**src/rtl/apb_mem_pkg.sv**
```systemverilog
// Shared types and helpers for the parametrised APB4 register-memory completer.
// Holds the FSM state encoding and the byte-strobe to bit-mask expansion.
package apb_mem_pkg;

  typedef enum logic [0:0] {IDLE, ACCESS} apb_st_e;

  // Expands up to 8 byte strobes into a 64-bit mask; callers size-cast to their data width.
  function automatic logic [63:0] strb_mask(input logic [7:0] strb);
    logic [63:0] m;
    m = '0;
    for (int b = 0; b < 8; b++) begin
      m[8*b +: 8] = {8{strb[b]}};
    end
    return m;
  endfunction

endpackage

```
**src/rtl/apb_mem_slave_p_array.sv**
```systemverilog
// Word-addressed flop memory: asynchronous clear, masked byte write, combinational read.
module apb_mem_array
  import apb_mem_pkg::*;
#(
  parameter int DATA_WIDTH = 32,
  parameter int MEM_DEPTH  = 16,
  parameter int IDX_W      = (MEM_DEPTH > 1) ? $clog2(MEM_DEPTH) : 1
) (
  input  logic                  clk,
  input  logic                  rst,
  input  logic                  we,
  input  logic [IDX_W-1:0]      widx,
  input  logic [DATA_WIDTH-1:0] wdata,
  input  logic [DATA_WIDTH-1:0] wmask,
  input  logic [IDX_W-1:0]      ridx,
  output logic [DATA_WIDTH-1:0] rdata
);

  logic [DATA_WIDTH-1:0] mem [MEM_DEPTH];

  // NOTE: this memory is small flop storage with a defined clear value, so it is reset
  // explicitly; a RAM macro could not be, which is why larger memories usually are not.
  always_ff @(posedge clk or posedge rst) begin
    if (rst) begin
      for (int i = 0; i < MEM_DEPTH; i++) begin
        mem[i] <= '0;
      end
    end else if (we) begin
      mem[widx] <= (mem[widx] & ~wmask) | (wdata & wmask);
    end
  end

  assign rdata = mem[ridx];

endmodule

```
**src/rtl/apb_mem_slave_p.sv**
```systemverilog
// APB4 completer in front of a small register memory at BASE_ADDR, with wait states,
// byte strobes, range/alignment decode, secure-write policy and protocol-violation flagging.
module apb_mem_slave_p
  import apb_mem_pkg::*;
#(
  parameter int                  ADDR_WIDTH  = 32,
  parameter int                  DATA_WIDTH  = 32,
  parameter int                  DATA_STRB   = DATA_WIDTH / 8,
  parameter int                  MEM_DEPTH   = 16,
  parameter logic [ADDR_WIDTH-1:0] BASE_ADDR = 32'hA200_0000,
  parameter int                  WAIT_STATES = 0,
  parameter int                  SECURE_WR   = 1
) (
  input  logic                  clk,
  input  logic                  rst,
  input  logic [ADDR_WIDTH-1:0] paddr,
  input  logic [2:0]            prot,
  input  logic                  pwrite,
  input  logic                  psel,
  input  logic                  penable,
  input  logic [DATA_WIDTH-1:0] pwdata,
  input  logic [DATA_STRB-1:0]  pstrb,
  output logic                  pready,
  output logic                  slverr,
  output logic [DATA_WIDTH-1:0] prdata,
  output logic                  prot_viol
);

  localparam int SH    = $clog2(DATA_STRB);
  localparam int IDX_W = (MEM_DEPTH > 1) ? $clog2(MEM_DEPTH) : 1;
  localparam logic [3:0]            WS      = 4'(WAIT_STATES);
  localparam logic [ADDR_WIDTH-1:0] ALIGN_M = ADDR_WIDTH'(DATA_STRB - 1);
  localparam logic [ADDR_WIDTH-1:0] DEPTH_A = ADDR_WIDTH'(MEM_DEPTH);

  typedef struct packed {
    logic [ADDR_WIDTH-1:0] addr;
    logic                  write;
    logic                  nsec;
  } req_t;

  apb_st_e st, st_nxt;
  logic [3:0] wcnt, wcnt_nxt;
  req_t a_q;
  logic latch;
  logic same_req;

  // Only prot[1] carries meaning for this target.
  logic unused_prot;
  assign unused_prot = ^{prot[2], prot[0]};

  assign same_req = psel & penable & (paddr == a_q.addr) & (pwrite == a_q.write);

  // NOTE: registered state uses non-blocking assignments so every flop samples the
  // pre-edge values, independent of the order the statements appear in.
  always_ff @(posedge clk or posedge rst) begin
    if (rst) begin
      st   <= IDLE;
      wcnt <= '0;
      a_q  <= '0;
    end else begin
      st   <= st_nxt;
      wcnt <= wcnt_nxt;
      if (latch) a_q <= '{addr: paddr, write: pwrite, nsec: prot[1]};
    end
  end

  // NOTE: every output of this block is given a default first, so no path leaves a
  // variable unassigned and no latch is inferred.
  always_comb begin
    st_nxt    = st;
    wcnt_nxt  = wcnt;
    latch     = 1'b0;
    pready    = 1'b0;
    prot_viol = 1'b0;
    unique case (st)
      IDLE: begin
        if (psel && !penable) begin
          latch    = 1'b1;
          wcnt_nxt = '0;
          st_nxt   = ACCESS;
        end
      end
      ACCESS: begin
        if (!same_req) begin
          prot_viol = 1'b1;
          st_nxt    = IDLE;
        end else if (wcnt != WS) begin
          wcnt_nxt = wcnt + 4'd1;
        end else begin
          pready = 1'b1;
          st_nxt = IDLE;
        end
      end
      default: st_nxt = IDLE;
    endcase
  end

  // Decode is taken from the latched setup-phase request, not the live bus.
  logic [ADDR_WIDTH-1:0] off;
  logic [IDX_W-1:0]      idx;
  logic                  miss, perr, we;
  logic [DATA_WIDTH-1:0] rdata, wmask;

  assign off  = a_q.addr - BASE_ADDR;
  assign idx  = IDX_W'(off >> SH);
  assign miss = (a_q.addr < BASE_ADDR) | ((off >> SH) >= DEPTH_A) | ((off & ALIGN_M) != '0);
  assign perr = (SECURE_WR != 0) & a_q.write & a_q.nsec;

  assign slverr = pready & (miss | perr);
  assign we     = pready & a_q.write & ~slverr;
  assign wmask  = DATA_WIDTH'(strb_mask(8'(pstrb)));
  assign prdata = (pready & ~a_q.write & ~slverr) ? rdata : '0;

  apb_mem_array #(
    .DATA_WIDTH (DATA_WIDTH),
    .MEM_DEPTH  (MEM_DEPTH),
    .IDX_W      (IDX_W)
  ) u_array (
    .clk   (clk),
    .rst   (rst),
    .we    (we),
    .widx  (idx),
    .wdata (pwdata),
    .wmask (wmask),
    .ridx  (idx),
    .rdata (rdata)
  );

endmodule

```
**config.mk**
```make
export PLATFORM = sky130hd
export DESIGN_NAME = apb_mem_slave_p
export DESIGN_NICKNAME = d
export VERILOG_FILES = /design/src/rtl/apb_mem_pkg.sv /design/src/rtl/apb_mem_slave_p_array.sv /design/src/rtl/apb_mem_slave_p.sv
export SDC_FILE = /design/constraint.sdc
export NUM_CORES = 1
export LEC_CHECK = 0
export ABC_AREA = 1
export CORE_UTILIZATION = 46
export DETAILED_ROUTE_END_ITERATION = 10
export PLACE_DENSITY_LB_ADDON = 0.08
export SYNTH_ARGS = -nofsm -noshare
export SYNTH_HDL_FRONTEND = slang
export SYNTH_SLANG_ARGS = --single-unit
```
**constraint.sdc**
```tcl
create_clock -name clk -period 26.7 [get_ports clk]
set_input_delay 5.34 -clock clk [delete_from_list [all_inputs] [get_ports clk]]
set_output_delay 5.34 -clock clk [all_outputs]
set_load 0.02 [all_outputs]
```
# --- Yosys cells after proc, flatten, opt, wreduce, memory -nomap -nowiden ---
# Index checks and enable logic that the tools add are counted.
word_totals:
  ff_bits: 551
  latch_bits: 0
  ram_bits: 0
  romBits: 0
  output_inout_bits: 35
  n_memories: 0
op_classes:
  n_addsub: 2
  multipliers: 0
  div_mod_pow: 0
  magnitude_cmp: 4
  eq_ne: 5
  shifts: 0
  mux: 21
  n_bitwise: 20
  reduce_logical: 6
op_table:
  columns: ["operator", "n"]
  rows:
  - ["$bwmux W512", 1]
  - ["$bmux W32 S4", 1]
  - ["$demux W32 S4", 1]
  - ["$mux W32", 4]
  - ["$and A32 B32 Y32", 2]
  - ["$eq A32 B32 Y1", 1]
  - ["$lt A32 B32 Y1 const B", 1]
  - ["$not A32 Y32", 1]
  - ["$or A32 B32 Y32", 1]
  - ["$reduce_bool A32 Y1", 1]
  - ["$sub A32 B32 Y32 const B", 1]
  - ["$ge A30 B5 Y1 const B", 1]
  - ["$mux W4", 3]
  - ["$and A1 B1 Y1", 9]
  - ["$mux W1", 9]
  - ["$pmux W4 S2", 1]
  - ["$ge A5 B5 Y1 const B", 1]
  - ["$lt A5 B1 Y1 const B", 1]
  - ["$not A4 Y5", 1]
  - ["$add A4 B1 Y4 const B", 1]
  - ["$ne A2 B1 Y1 const B", 2]
  - ["$reduce_bool A4 Y1", 1]
  - ["$not A1 Y1", 3]
  - ["$or A1 B1 Y1", 3]
  - ["other kinds (6)", 7]

# --- Longest topological paths before layout ---
# Gate-level depths: netlist of run 1.
depth:
  ltp_word: 9
  depth_mapped: 15

# --- Hierarchy ---
# A second synthesis of run 1 with hierarchy kept.
hier_totals:
  hier_cells: 5023
  area_unflattened_um2: 32872.8
modules_own_cells:
  columns: ["module", "n_inst", "cells_each", "area_per_inst_um2", "seq_area_each_um2"]
  rows:
  - ["apb_mem_array", 1, 4609, 30194.0, 12812.3]
  - ["apb_mem_slave_p", 1, 414, 2678.8, 975.9]

# --- Least setup slack after synthesis of run 1 ---
# Ideal clock, no wire load.
synth_path:
  path_type: "in2out"
  startpoint: "input paddr[26]"
  endpoint: "output prdata[10]"
  arrival_ns: 6.940
  required_time_ns: 21.360
  path_slack_ns: 14.420
  path_stages: 12
  n_path_buf: 2
  cell_sequence: "inv_1 -> nand2_1 -> o21ai_0 -> nor2_1 -> nand2_1 -> nor2_1 -> nand3_1 -> nor3_4 -> buf_6 -> nand2_1 -> clkbuf_1 -> nor2_1"
synth_between:
  elab_chain_cells: 9
synth_rtl:
  columns: ["element", "line", "source"]
  rows:
  - ["start: declaration", "apb_mem_slave_p.sv:16", "input logic [ADDR_WIDTH-1:0] paddr,"]
  - ["$eq A32 B32 Y1 *", "apb_mem_slave_p.sv:51", "assign same_req = psel & penable & (paddr == a_q.addr) & (pwrite == a_q.write);"]
  - ["$and A1 B1 Y1 * (2 in series)", "apb_mem_slave_p.sv:51", null]
  - ["$mux W1 *", "apb_mem_slave_p.sv:84", "if (!same_req) begin"]
  - ["$mux W1 *", "apb_mem_slave_p.sv:75", "unique case (st)"]
  - ["named net pready", "apb_mem_slave_p.sv:23", "output logic pready,"]
  - ["$and A1 B1 Y1", "apb_mem_slave_p.sv:109", "assign slverr = pready & (miss | perr);"]
  - ["$not A1 Y1", "apb_mem_slave_p.sv:112", "assign prdata = (pready & ~a_q.write & ~slverr) ? rdata : '0;"]
  - ["$and A1 B1 Y1 *", "apb_mem_slave_p.sv:112", null]
  - ["$mux W32 *", "apb_mem_slave_p.sv:112", null]
  - ["end: declaration", "apb_mem_slave_p.sv:25", "output logic [DATA_WIDTH-1:0] prdata,"]
# Mark *: on every way through the listed nets, which the timed path passes. The rest lies on a longest branch.

# --- Final worst setup path of run 1 ---
layout_path:
  startpoint: "input paddr[26]"
  endpoint: "output prdata[31]"
layout_between:
  elab_chain_cells: 9
layout_rtl:
  columns: ["element", "line"]
  rows:
  - ["$eq A32 B32 Y1 *", "apb_mem_slave_p.sv:51"]
  - ["$and A1 B1 Y1 * (2 in series)", "apb_mem_slave_p.sv:51"]
  - ["$mux W1 *", "apb_mem_slave_p.sv:84"]
  - ["$mux W1 *", "apb_mem_slave_p.sv:75"]
  - ["$and A1 B1 Y1", "apb_mem_slave_p.sv:109"]
  - ["$not A1 Y1", "apb_mem_slave_p.sv:112"]
  - ["$and A1 B1 Y1 *", "apb_mem_slave_p.sv:112"]
  - ["$mux W32 *", "apb_mem_slave_p.sv:112"]
# Mark *: on every way between the ends. The rest lies on a longest branch, timed or not.

==> results of run 1 <==
-- final timing paths --
kind	start	endpoint	depth (start not counted)	slack [ns]
max in group asynchronous	rst	u_array.mem[395]	4	19.03
worst min-delay path	u_array.mem[155]	u_array.mem[155]	2	0.47
worst max register to register	a_q[4]	u_array.mem[467]	17	20.85
worst max-delay path	paddr[26]	prdata[31]	14	13.14
worst min register to register	u_array.mem[155]	u_array.mem[155]	2	0.47
min in group asynchronous	rst	wcnt[2]	2	5.30
-- cell families (layout without fill, tap and decap cells) --
group,after synthesis,after routing
AOI/OAI and AO/OA,203,203
xor gates and xnor gates,6,6
adders and majority gates,3,3
buffers and inverters,416,346
DFF,551,551
muxes,4,4
other,0,2
and+or+nand+nor,2638,2638
-- per-layer routing --
metal	vias up	wire [um]	GRT usage [%]
li1	12336	-	-
met1	12850	39900	41.2
met2	999	41600	46.4
met3	128	7290	4.65
met4	0	2380	9.19
met5	-	0	0
-- cell type report --
class                           instances  area, um^2
Clock inverter                         22         214
Inverter                               75         297
Timing Repair Buffer                  160        1510
Tap cell                              782         978
Fill cell                            5724       29100
Multi-Input combinational cell       2854       12600
Clock buffer                           89        1810
Antenna cell                            2        5.00
Sequential cell                       551       13800
-- stage by stage --
| step | std cells | instance area (um^2) | utilization (%) |
|---|---|---|---|
| after floorplan | 3821 | 28100 | - |
| after global placement | 4422 | 29200 | 48.4 |
| after detailed placement | 4422 | 29200 | 48.4 |
| after CTS | 4533 | 31300 | 51.8 |
| after global routing | 4533 | 31300 | 51.8 |
| final | 4535 | 31300 | 51.8 |
-- power groups by stage --
stage               sequential [mW]  combinational, mW  clock (mW)
floorplan                     0.865              0.154           0
global placement              0.870              0.233           0
detailed placement            0.870              0.235           0
CTS                           0.855              0.235       0.872
global route                  0.856              0.255       0.905
finish                        0.855              0.239       0.854
-- cells in the mapped netlist, drive strengths merged --
master,count
xor2,2
xnor2,4
nand3,49
inv,75
mux2,4
nor2,109
dfrtp,551
o21ai,133
buf,155
a31oi,1
clkbuf,186
ha,3
nand4,567
a21oi,69
or2,2
nor3,2
nand2,1909
-- flip-flops by register name, summed over array words and instances, names as in the netlist --
name	cells
wcnt	4
a_q	34
u_array.mem	512
st	1
-- critical path, stage by stage --
cell and delay (ns):
clkdlybuf4s50_1 0.52, inv_1 0.07, nand2_1 0.05, o21ai_0 0.08
nor2_1 0.09, nand2_1 0.06, nor2_1 0.16, nand3_1 0.20
nor3_4 0.15, buf_4 0.26, nand2_1 0.08, buf_4 0.26
nor2_1 0.25, clkdlybuf4s50_1 0.65
==> out/metrics.cfg, run 1 <==
[outcome]
status = complete, no violations

[sta]
hold_viol = 0
setup_ws_ns = 13.14
hold_slack_ns = 0.469
period_needed_ns = 13.56
worst_slew_pin_slew_ns = 1.39
setup_viol = 0
fin_tns_setup_ns = 0
slew_headroom_pct = 7.55
maxSlewViolCount = 0
skew_ns = 0.0187
rsz0062_at_grt = false
period_share_pct = 50.8
fmax_mhz = 73.7

[layout]
mostFrequentLayoutCells = 1908 x nand2_1, 563 x nand4_1, 549 x dfrtp_1
layout-drive-gt1-share_pct = 4.88
area_growth_pct = 11.2
final_common_cell = nand2_1
nets = 3782

[clock_network]
cts_setup_buffers = 0
cts_repair_resize_count = 0
cts_tree = done
clockRootBuffer = clkbuf_16
numCtsBuffers = 61
clk_latency_ns = 0.63
cts_sinks = 551
clk_pin_slew_ns = 0.06
cts.path.max_buffers = 3
cts_max_level = 2
cts_hold_buf = 0

[floorplanning]
die_h_um = 249
row_count = 90
dieArea_um2 = 62100
initial_core_util_pct = 46.6
io-pin-count = 111
die_width_um = 249
core_um2 = 60400

[place]
post-place-ws_ns = 13.10
dp_hpwl_um = 48300
io_buffers = 108
place.gp.congestion = 0.844

[detailed_routing]
drt_iter0_drc = 3066
finalWirelength_um = 91200
dr.pass1.iters = 6
dr_total_vias = 26313
drcViolationCount = 0
viasPerCell = 5.80
antenna_left = 0
wl_per_cell_um = 20.1

[synth]
synth_top_cell_area_share_pct = 49.0
ys_seq_elements = 551
synth_cells = 3821
yosys.area_share.simple_pct = 40.7
synth_compound_area_share_pct = 3.62
yosysWarnings = 0
ys_top_cells_by_area = dfrtp_1 49%, nand2_1 25%, nand4_1 13%, clkbuf_1 2.5%, buf_2 2.4%
synth_fp_nets = 3900
ys_seq_area_share_pct = 49.0
ys_types = 25
syn_area_per_cell_um2 = 7.36
syn_area_um2 = 28100
synth_area_leader_cell = dfrtp_1
synth_top_family_by_area = simple AND/OR/NAND/NOR gates
synth.area.mux_share_pct = 0.160
synth_xor_area_share_pct = 0.187
synth_fa_ha_area_share_pct = 0.133

[worst_hold_path]
min_path_type = reg -> reg

[pwr]
power.switching_uw = 562
p_sw_share_pct = 28.8
p_per_area_nw_per_um2 = 62.3
p_leak_nw = 16.4
power_frac_comb_pct = 12.3
pwr-share-seq_pct = 43.9
peakVddDrop_mv = 0.0548
pwr-share-clk_pct = 43.8
power_mw = 1.95
p_int_mw = 1.39

[worst_setup_path]
crit_required_ns = 21.36
cp_data_arrival_time_ns = 8.22
worst_setup_path_end_kind = output port
start_kind = primary input
crit_fanout = 32
crit_type = in -> out

[global_routing]
grt_max_degree = 165
grt_pass1_wl_um = 144000
grt_usage_pct = 29.3
antenna_found_initial = 0
grt_overflow = 0
grt_pass1_vias = 24861

[flow_run]
cap_violations = 0

Power figures use the tool's default switching activity.
==> run 2, diff against run 1 <==
==> constraint.sdc (replaced) <==
create_clock -name clk -period 12.1 [get_ports clk]
set_input_delay 2.42 -clock clk [delete_from_list [all_inputs] [get_ports clk]]
set_output_delay 2.42 -clock clk [all_outputs]
set_load 0.02 [all_outputs]
==> out/metrics.cfg, run 2 (synthesis results as in run 1) <==
[layout]
final_common_cell = nand2_1
nets = 3773
fillCellCount = 5775
area_growth_pct = 11.3
seq_area_um2 = 13800
largest_reg_flops = 512
stdcell_count = 4525
multi_input_area_um2 = 12700
finish.utilization_pct = 51.8
layout-drive-gt1-share_pct = 4.54
top_register = u_array.mem
mostFrequentLayoutCells = 1908 x nand2_1, 563 x nand4_1, 549 x dfrtp_1
reg_top3 = u_array.mem: 512 flops, a_q: 34 flops, wcnt: 4 flops

[floorplanning]
row_count = 90
io-pin-count = 111
initial_core_util_pct = 46.6
core_um2 = 60400
die_h_um = 249
dieArea_um2 = 62100
die_width_um = 249

[sta]
setup_viol = 0
skew_ns = 0.0201
maxSlewViolCount = 0
hold_slack_ns = 0.468
worst_slew_pin_slew_ns = 1.30
rsz0062_at_grt = false
hold_viol = 0
fin_tns_setup_ns = 0
fmax_mhz = 125
slew_headroom_pct = 13.0
period_needed_ns = 7.99
period_share_pct = 66.0
setup_ws_ns = 4.11

[worst_setup_path]
start_kind = register
crit_fanout = 93
crit_required_ns = 9.68
cp_data_arrival_time_ns = 5.57
crit_type = reg -> out
worst_setup_path_end_kind = output port

[global_routing]
grt_pass1_wl_um = 145000
grt_overflow = 0
antenna_found_initial = 0
grt_pass1_vias = 24958
grt_max_degree = 244
grt_usage_pct = 29.4

[detailed_routing]
antenna_left = 0
drt_iter0_drc = 3021
drcViolationCount = 0
dr.pass1.iters = 6
dr_total_vias = 26226
finalWirelength_um = 91600
viasPerCell = 5.80
wl_per_cell_um = 20.2

[pwr]
p_per_area_nw_per_um2 = 139
peakVddDrop_mv = 0.122
p_leak_nw = 16.3

[place]
dp_cells = 4414
io_buffers = 108
post-place-ws_ns = 4.09
place.gp.congestion = 0.842
dp_hpwl_um = 48600

[clock_network]
cts_hold_buf = 0
clk_pin_slew_ns = 0.06
clk_latency_ns = 0.64
cts_repair_resize_count = 0
cts_tree = done
cts.path.max_buffers = 3
clockRootBuffer = clkbuf_16
cts_setup_buffers = 0
cts_sinks = 551
numCtsBuffers = 60
cts_max_level = 2

[outcome]
status = complete, no violations

[worst_hold_path]
min_path_type = reg -> reg

[flow_run]
cap_violations = 0

-- run 2: worst paths after layout --
path                                   from          endpoint  slack [ns]  cells after the start
max                                  a_q[5]        prdata[14]        4.11                     11
min                        u_array.mem[218]  u_array.mem[218]        0.47                      2
max reg2reg                          a_q[5]  u_array.mem[315]        6.96                     13
min reg2reg                u_array.mem[218]  u_array.mem[218]        0.47                      2
max in group asynchronous               rst  u_array.mem[124]        7.68                      4
min in group asynchronous               rst           a_q[29]        2.22                      2
-- run 2: cell type report --
class | instances | share of cell area (%)
Clock buffer | 90 | 5.68
Timing Repair Buffer | 152 | 4.75
Sequential cell | 551 | 44.1
Clock inverter | 20 | 0.948
Antenna cell | 1 | 0.00800
Multi-Input combinational cell | 2854 | 40.5
Tap cell | 782 | 3.13
Inverter | 75 | 0.936
-- run 2: metal layers --
| layer | global-route usage [%] | vias up | part of all wire [%] |
|---|---|---|---|
| met5 | 0 | - | 0 |
| met4 | 9.44 | 0 | 2.6 |
| met3 | 4.40 | 135 | 7.6 |
| met2 | 45.8 | 1059 | 45 |
| met1 | 42.1 | 12693 | 44 |
| li1 | - | 12339 | - |
-- run 2: worst max-delay path, cell delays in order (launching register included) --
cell and delay (ns):
dfrtp_2 0.79, buf_4 0.75, nand2_1 0.33, inv_6 0.72, buf_4 0.92, nand2_1 0.12
nand2_1 0.13, o21ai_0 0.16, nand2_1 0.16, nor2_1 0.07, nor2_1 0.10, clkdlybuf4s50_1 0.62
-- run 2: per-stage QoR --
stage	instance area [um^2]	power [mW]
2_1_floorplan	28100	2.25
4_1_cts	31300	4.37
6_report	31300	4.35
3_3_place_gp	29200	2.43
5_1_grt	31300	4.49
3_5_place_dp	29200	2.44
-- run 2: power breakdown --
part / internal [mW] / switching [mW] / total (mW)
registers: 1.86 / 0.0242 / 1.89
clock network: 1.16 / 0.778 / 1.94
logic: 0.0812 / 0.447 / 0.528
total: 3.10 / 1.25 / 4.35
